## src/rtl/limit_counter_ctl_if.sv

```systemverilog
// Control/status bundle for the terminal-count controller.
// The bench or sequencer drives it through the master modport; the counter uses the slave modport.
interface limit_counter_ctl_if #(
   parameter int WIDTH = 8,
   parameter int PRE_W = 4
);
   logic             start;
   logic             stop;
   logic             en;
   logic [WIDTH-1:0] n;
   logic [1:0]       mode;
   logic [PRE_W-1:0] prescale;
   logic [WIDTH-1:0] count;
   logic             limit;
   logic             tc_pulse;
   logic             busy;
   logic             dir;

   modport master (
      output start, stop, en, n, mode, prescale,
      input  count, limit, tc_pulse, busy, dir
   );

   modport slave (
      input  start, stop, en, n, mode, prescale,
      output count, limit, tc_pulse, busy, dir
   );
endinterface

```

## src/rtl/limit_counter_ctl.sv

```systemverilog
// Prescaled terminal-count controller with one-shot, auto-reload and bounce modes.
// It reports a limit level, a one-cycle terminal pulse, a busy flag and the count direction.
module limit_counter_ctl #(
   parameter int WIDTH = 8,
   parameter int PRE_W = 4
) (
   input  logic                 mclk,
   input  logic                 reset,
   input  logic                 sreset,
   limit_counter_ctl_if.slave   bus
);
   typedef enum logic [1:0] {IDLE, RUN, DONE} state_t;

   state_t           state, state_nx;
   logic [WIDTH-1:0] count, count_nx;
   logic [WIDTH-1:0] n_lat, n_lat_nx;
   logic [1:0]       mode_lat, mode_lat_nx;
   logic [PRE_W-1:0] pre_lat, pre_lat_nx;
   logic [PRE_W-1:0] pre_cnt, pre_cnt_nx;
   logic             dir, dir_nx;
   logic             limit, limit_nx;
   logic             tc, tc_nx;

   always_ff @(posedge mclk) begin
      if (reset || sreset) begin
         state    <= IDLE;
         count    <= '0;
         n_lat    <= '0;
         mode_lat <= '0;
         pre_lat  <= '0;
         pre_cnt  <= '0;
         dir      <= 1'b0;
         limit    <= 1'b0;
         tc       <= 1'b0;
      end else begin
         state    <= state_nx;
         count    <= count_nx;
         n_lat    <= n_lat_nx;
         mode_lat <= mode_lat_nx;
         pre_lat  <= pre_lat_nx;
         pre_cnt  <= pre_cnt_nx;
         dir      <= dir_nx;
         limit    <= limit_nx;
         tc       <= tc_nx;
      end
   end

   always_comb begin
      state_nx    = state;
      count_nx    = count;
      n_lat_nx    = n_lat;
      mode_lat_nx = mode_lat;
      pre_lat_nx  = pre_lat;
      pre_cnt_nx  = pre_cnt;
      dir_nx      = dir;
      limit_nx    = limit;
      tc_nx       = 1'b0;

      if (bus.start) begin
         n_lat_nx    = bus.n;
         mode_lat_nx = bus.mode;
         pre_lat_nx  = bus.prescale;
         count_nx    = '0;
         pre_cnt_nx  = '0;
         dir_nx      = 1'b0;
         limit_nx    = 1'b0;
         state_nx    = RUN;
      end else if (bus.stop && state == RUN) begin
         state_nx = IDLE;
      end else if (state == RUN && bus.en) begin
         if (pre_cnt != pre_lat) begin
            pre_cnt_nx = pre_cnt + PRE_W'(1);
         end else begin
            pre_cnt_nx = '0;
            case (mode_lat)
               2'b01: begin
                  count_nx = (count == n_lat) ? '0 : count + WIDTH'(1);
                  tc_nx    = (count_nx == n_lat);
                  limit_nx = tc_nx;
               end
               2'b10: begin
                  // Each endpoint is left on the tick after it was reached, so it is shown for one period.
                  if (n_lat == '0) begin
                     count_nx = '0;
                     tc_nx    = 1'b1;
                  end else if (!dir) begin
                     count_nx = count + WIDTH'(1);
                     if (count_nx == n_lat) begin
                        tc_nx  = 1'b1;
                        dir_nx = 1'b1;
                     end
                  end else begin
                     count_nx = count - WIDTH'(1);
                     if (count_nx == '0) begin
                        tc_nx  = 1'b1;
                        dir_nx = 1'b0;
                     end
                  end
                  limit_nx = (count_nx == n_lat);
               end
               default: begin
                  // Mode 11 shares the one-shot path; the >= test makes n_lat=0 terminate on the first tick.
                  if (count >= n_lat) begin
                     count_nx = n_lat;
                     tc_nx    = 1'b1;
                     limit_nx = 1'b1;
                     state_nx = DONE;
                  end else begin
                     count_nx = count + WIDTH'(1);
                     if (count_nx == n_lat) begin
                        tc_nx    = 1'b1;
                        limit_nx = 1'b1;
                        state_nx = DONE;
                     end
                  end
               end
            endcase
         end
      end
   end

   assign bus.count    = count;
   assign bus.limit    = limit;
   assign bus.tc_pulse = tc;
   assign bus.busy     = (state == RUN);
   assign bus.dir      = dir;
endmodule

```

## src/flat_wrapper.sv

```systemverilog
// flat-port wrapper written by rule: the top's interface ports become plain ports
module limit_counter_ctl_flat 
#(
   parameter int WIDTH = 8,
   parameter int PRE_W = 4
)
  (mclk, reset, sreset, bus_start, bus_stop, bus_en, bus_n, bus_mode, bus_prescale, bus_count, bus_limit, bus_tc_pulse, bus_busy, bus_dir);
  limit_counter_ctl_if #(.WIDTH(WIDTH), .PRE_W(PRE_W)) bus_i ();
  input  logic mclk;
  input  logic reset;
  input  logic sreset;
  input wire logic [$bits(bus_i.start)-1:0] bus_start;
  input wire logic [$bits(bus_i.stop)-1:0] bus_stop;
  input wire logic [$bits(bus_i.en)-1:0] bus_en;
  input wire logic [$bits(bus_i.n)-1:0] bus_n;
  input wire logic [$bits(bus_i.mode)-1:0] bus_mode;
  input wire logic [$bits(bus_i.prescale)-1:0] bus_prescale;
  output wire logic [$bits(bus_i.count)-1:0] bus_count;
  output wire logic [$bits(bus_i.limit)-1:0] bus_limit;
  output wire logic [$bits(bus_i.tc_pulse)-1:0] bus_tc_pulse;
  output wire logic [$bits(bus_i.busy)-1:0] bus_busy;
  output wire logic [$bits(bus_i.dir)-1:0] bus_dir;
  assign bus_i.start = bus_start;
  assign bus_i.stop = bus_stop;
  assign bus_i.en = bus_en;
  assign bus_i.n = bus_n;
  assign bus_i.mode = bus_mode;
  assign bus_i.prescale = bus_prescale;
  assign bus_count = bus_i.count;
  assign bus_limit = bus_i.limit;
  assign bus_tc_pulse = bus_i.tc_pulse;
  assign bus_busy = bus_i.busy;
  assign bus_dir = bus_i.dir;
  limit_counter_ctl #(.WIDTH(WIDTH), .PRE_W(PRE_W)) u_core (.mclk(mclk), .reset(reset), .sreset(sreset), .bus(bus_i));
endmodule
```

## config.mk

```make
export PLATFORM = sky130hd
export DESIGN_NAME = limit_counter_ctl_flat
export DESIGN_NICKNAME = d
export VERILOG_FILES = /design/src/rtl/limit_counter_ctl_if.sv /design/src/rtl/limit_counter_ctl.sv /design/src/flat_wrapper.sv
export SDC_FILE = /design/constraint.sdc
export NUM_CORES = 1
export LEC_CHECK = 0
export ABC_CLOCK_PERIOD_IN_PS = 3400
export BUFFER_PORTS_ARGS = -buffer_cell sky130_fd_sc_hd__buf_4
export CELL_PAD_IN_SITES_DETAIL_PLACEMENT = 1
export CELL_PAD_IN_SITES_GLOBAL_PLACEMENT = 1
export CORE_MARGIN = 2
export CORE_UTILIZATION = 44
export DETAILED_ROUTE_END_ITERATION = 16
export HOLD_SLACK_MARGIN = 0.12
export PLACE_DENSITY = 0.92
export SYNTH_ARGS = -nofsm -noshare
export SYNTH_HDL_FRONTEND = slang
export SYNTH_SLANG_ARGS = --single-unit
```

## constraint.sdc

```tcl
create_clock -name mclk -period 3.4 [get_ports mclk]
set_clock_uncertainty 0.2 [all_clocks]
set_input_delay 0.17 -clock mclk [delete_from_list [all_inputs] [get_ports mclk]]
set_output_delay 0.17 -clock mclk [all_outputs]
set_load 0.01 [all_outputs]
```

==> reports/metrics.cfg <==
[status]
status=finished clean

[hold_path]
whs_path_depth=3
holdPathEnd=u_core.n_lat[6]$_SDFFE_PP0P_
min_from=bus_start
min_path_type=input pin to register

[finish]
final_nets=419
area_growth_pct=24.0
final_common_cell=buf_4
drive_above_1_share_pct=18.1
instances_no_fill=461
final_cell_mix=buf_4 (45), nor2_1 (31), dfxtp_1 (29)
n_antenna_cell=0
final_area_sq_mm=0.00336
post-route-util_pct=56.7

[power]
pwr_density_cell_mw_per_mm2=290
p_leak_nw=1.39
peakVddDrop_mv=0.229
p_total_mw=0.973

[detailed_routing]
ant_nets=0
finalWirelength_um=11200
wl_per_cell_um=24.3
via_per_inst=6.76
drtIter0Drc=369
dr_total_vias=3116
dr.pass1.iters=5
drc=0

[global_routing]
grtUsageTotal_pct=33.8
antenna_found_initial=0
grt_overflow=0
grt-busiest-layer=met2
grt_util_met1_pct=39.9
grt_pass1_vias=3099
grt_max_degree=18
grt_pass1_wl_um=16700
met3_usage_pct=6.74
grtUsageMet2_pct=56.2

[worst_setup_path]
cpPeakStageDelay_ns=0.52
reg2reg_slack_ns=0.03
start_kind=register
worstPathArrival_ns=3.35
required_ns=3.38
worstPathCellList=inv_1 -> ha_1 -> nand4_1 -> or2_1 -> and3_1 -> a221oi_1 -> o41ai_4 -> a311oi_2 -> a211oi_1
r2r_end=u_core.bus.limit$_SDFFE_PP0P_
r2r-start=u_core.n_lat[5]$_SDFFE_PP0P_
worstPathMaxFanout=8
worstSetupEndpointType=register
ff2ff_path_depth=9
crit_type=register to register
cp_slowest_cell=dfxtp_1

[clocking]
clock_latency_ns=0.31
htree_levels=2
clk_path_buf_depth=2
postCtsSetupBuffers=0
cts-root-buf=clkbuf_8
cts_made_buffers=5
path_clk_slew_ns=0.09
cts_tree=done
clock-sinks=31

[floorplan]
coreArea_sq_mm=0.00592
dieArea_sq_mm=0.00680
fp-row-count=28
die_y_um=82.4
fp.dieW_um=82.4
start_util_pct=45.7
io_pins=32

[placement]
dp.cells=434
place.port_buffers=31
placed_area_sq_mm=0.00303
dp_hpwl_um=7310
gp_congestion=1.03

[logic_synthesis]
netlist_instances=337
synth_cell_type_count=69
syn_area_per_cell_sq_um=8.03
syn_area_sq_mm=0.00271
ys_ff_latch=31
synth_edf_count=0
synth-seq-area-share_pct=22.9
synth_flop_cell=dfxtp_1
syn_nets=371
synthArstFlopShare_pct=0
ys_warn_count=0

[sta]
fin_crit_ns=3.37
finalMaxSlewViolations=0
whs_ns=0.120
fmax_mhz=296
setup_viol=0
hold_viol_final=0
post-route-period-util_pct=99.2
worst_pin_slew_ns=0.708
relSlewSlack_pct=52.4

[flow_run]
drv_cap=0

==> final cells by class <==
class | instances | area (sq um)
tap | 75 | 93.8
multi-input combinational | 264 | 1930
fill | 716 | 2560
clock inverter | 3 | 43.8
inverter | 19 | 71.3
sequential | 31 | 623
clock buffer | 5 | 68.8
timing repair buffer | 64 | 528
==> worst max-delay path, delay by kind of cell, from the launching register on <==
family                     cells  cell delay, ns
AOI/OAI and AO/OA              4            1.10
adders and majority gates      1            0.36
buffers and inverters          1            0.21
DFF                            1            0.52
and+or+nand+nor                3            0.88
==> timing repair <==
item | CTS | global route
hold buffers | 19 | 0
resized for setup | 0 | 6
endpoints found under the hold margin | 18 | 0
endpoints found under the setup margin | 0 | 3
==> logic make-up after synthesis <==
family                   after synthesis  share of synthesized area, %
adder cells (fa/ha/maj)               14                          6.47
AO/OA/AOI/OAI                         92                          24.4
multiplexers                          22                          8.13
buffers and inverters                 42                          6.70
AND/OR/NAND/NOR                      109                          20.8
XOR/XNOR                              27                          10.6
flip-flops                            31                          22.9
==> how the worst max path moves through the flow <==
stage | start | end | slack [ns] | cells after the start
after floorplan | u_core.bus.count[0]$_SDFFE_PP0P_ | u_core.bus.count[5]$_SDFFE_PP0P_ | 0.63 | 10
after global placement | u_core.n_lat[6]$_SDFFE_PP0P_ | u_core.bus.limit$_SDFFE_PP0P_ | 0.23 | 9
after detailed placement | u_core.n_lat[6]$_SDFFE_PP0P_ | u_core.bus.limit$_SDFFE_PP0P_ | 0.18 | 9
after CTS | u_core.n_lat[6]$_SDFFE_PP0P_ | u_core.bus.limit$_SDFFE_PP0P_ | 0.15 | 9
after global routing | u_core.n_lat[5]$_SDFFE_PP0P_ | u_core.bus.limit$_SDFFE_PP0P_ | -0.03 | 9
final | u_core.n_lat[5]$_SDFFE_PP0P_ | u_core.bus.limit$_SDFFE_PP0P_ | 0.03 | 9
==> flip-flops by register name, summed over array words and instances, names as in the netlist <==
signal,cells
u_core.bus.limit,1
u_core.n_lat,8
u_core.bus.count,8
u_core.bus.tc_pulse,1
u_core.bus.dir,1
u_core.mode_lat,2
u_core.pre_lat,4
u_core.pre_cnt,4
u_core.state,2
==> routing by layer <==
layer	vias up	share of wire, %
met5	-	0
met4	0	7.0
met3	70	8.0
met2	194	48
met1	1510	37
li1	1342	-
==> Yosys cell counts, drive strengths merged, types with 6 or more instances <==
master	number	area (sq um)
a21oi	14	70.1
buf	12	68.8
clkbuf	11	41.3
dfxtp	31	621
ha	14	175
inv	18	67.6
mux2i	22	220
nand2	23	86.3
nand3	6	42.5
nor2	31	116
nor3	9	45.0
o21ai	24	120
xnor2	15	154
xor2	10	87.6
==> through the flow <==
| stage | worst slack, ns | setup TNS, ns |
|---|---|---|
| CTS | 0.151 | 0 |
| finish | 0.0259 | 0 |
| floorplan | 0.627 | 0 |
| global route | -0.0278 | -0.0278 |
| global placement | 0.230 | 0 |
| detailed placement | 0.184 | 0 |
==> where the power goes <==
part           total (mW)  internal [mW]  switching (mW)
logic               0.200         0.0860           0.114
registers           0.377          0.370         0.00775
clock network       0.396          0.218           0.178
total               0.973          0.674           0.300
Power figures use the tool's default switching activity.
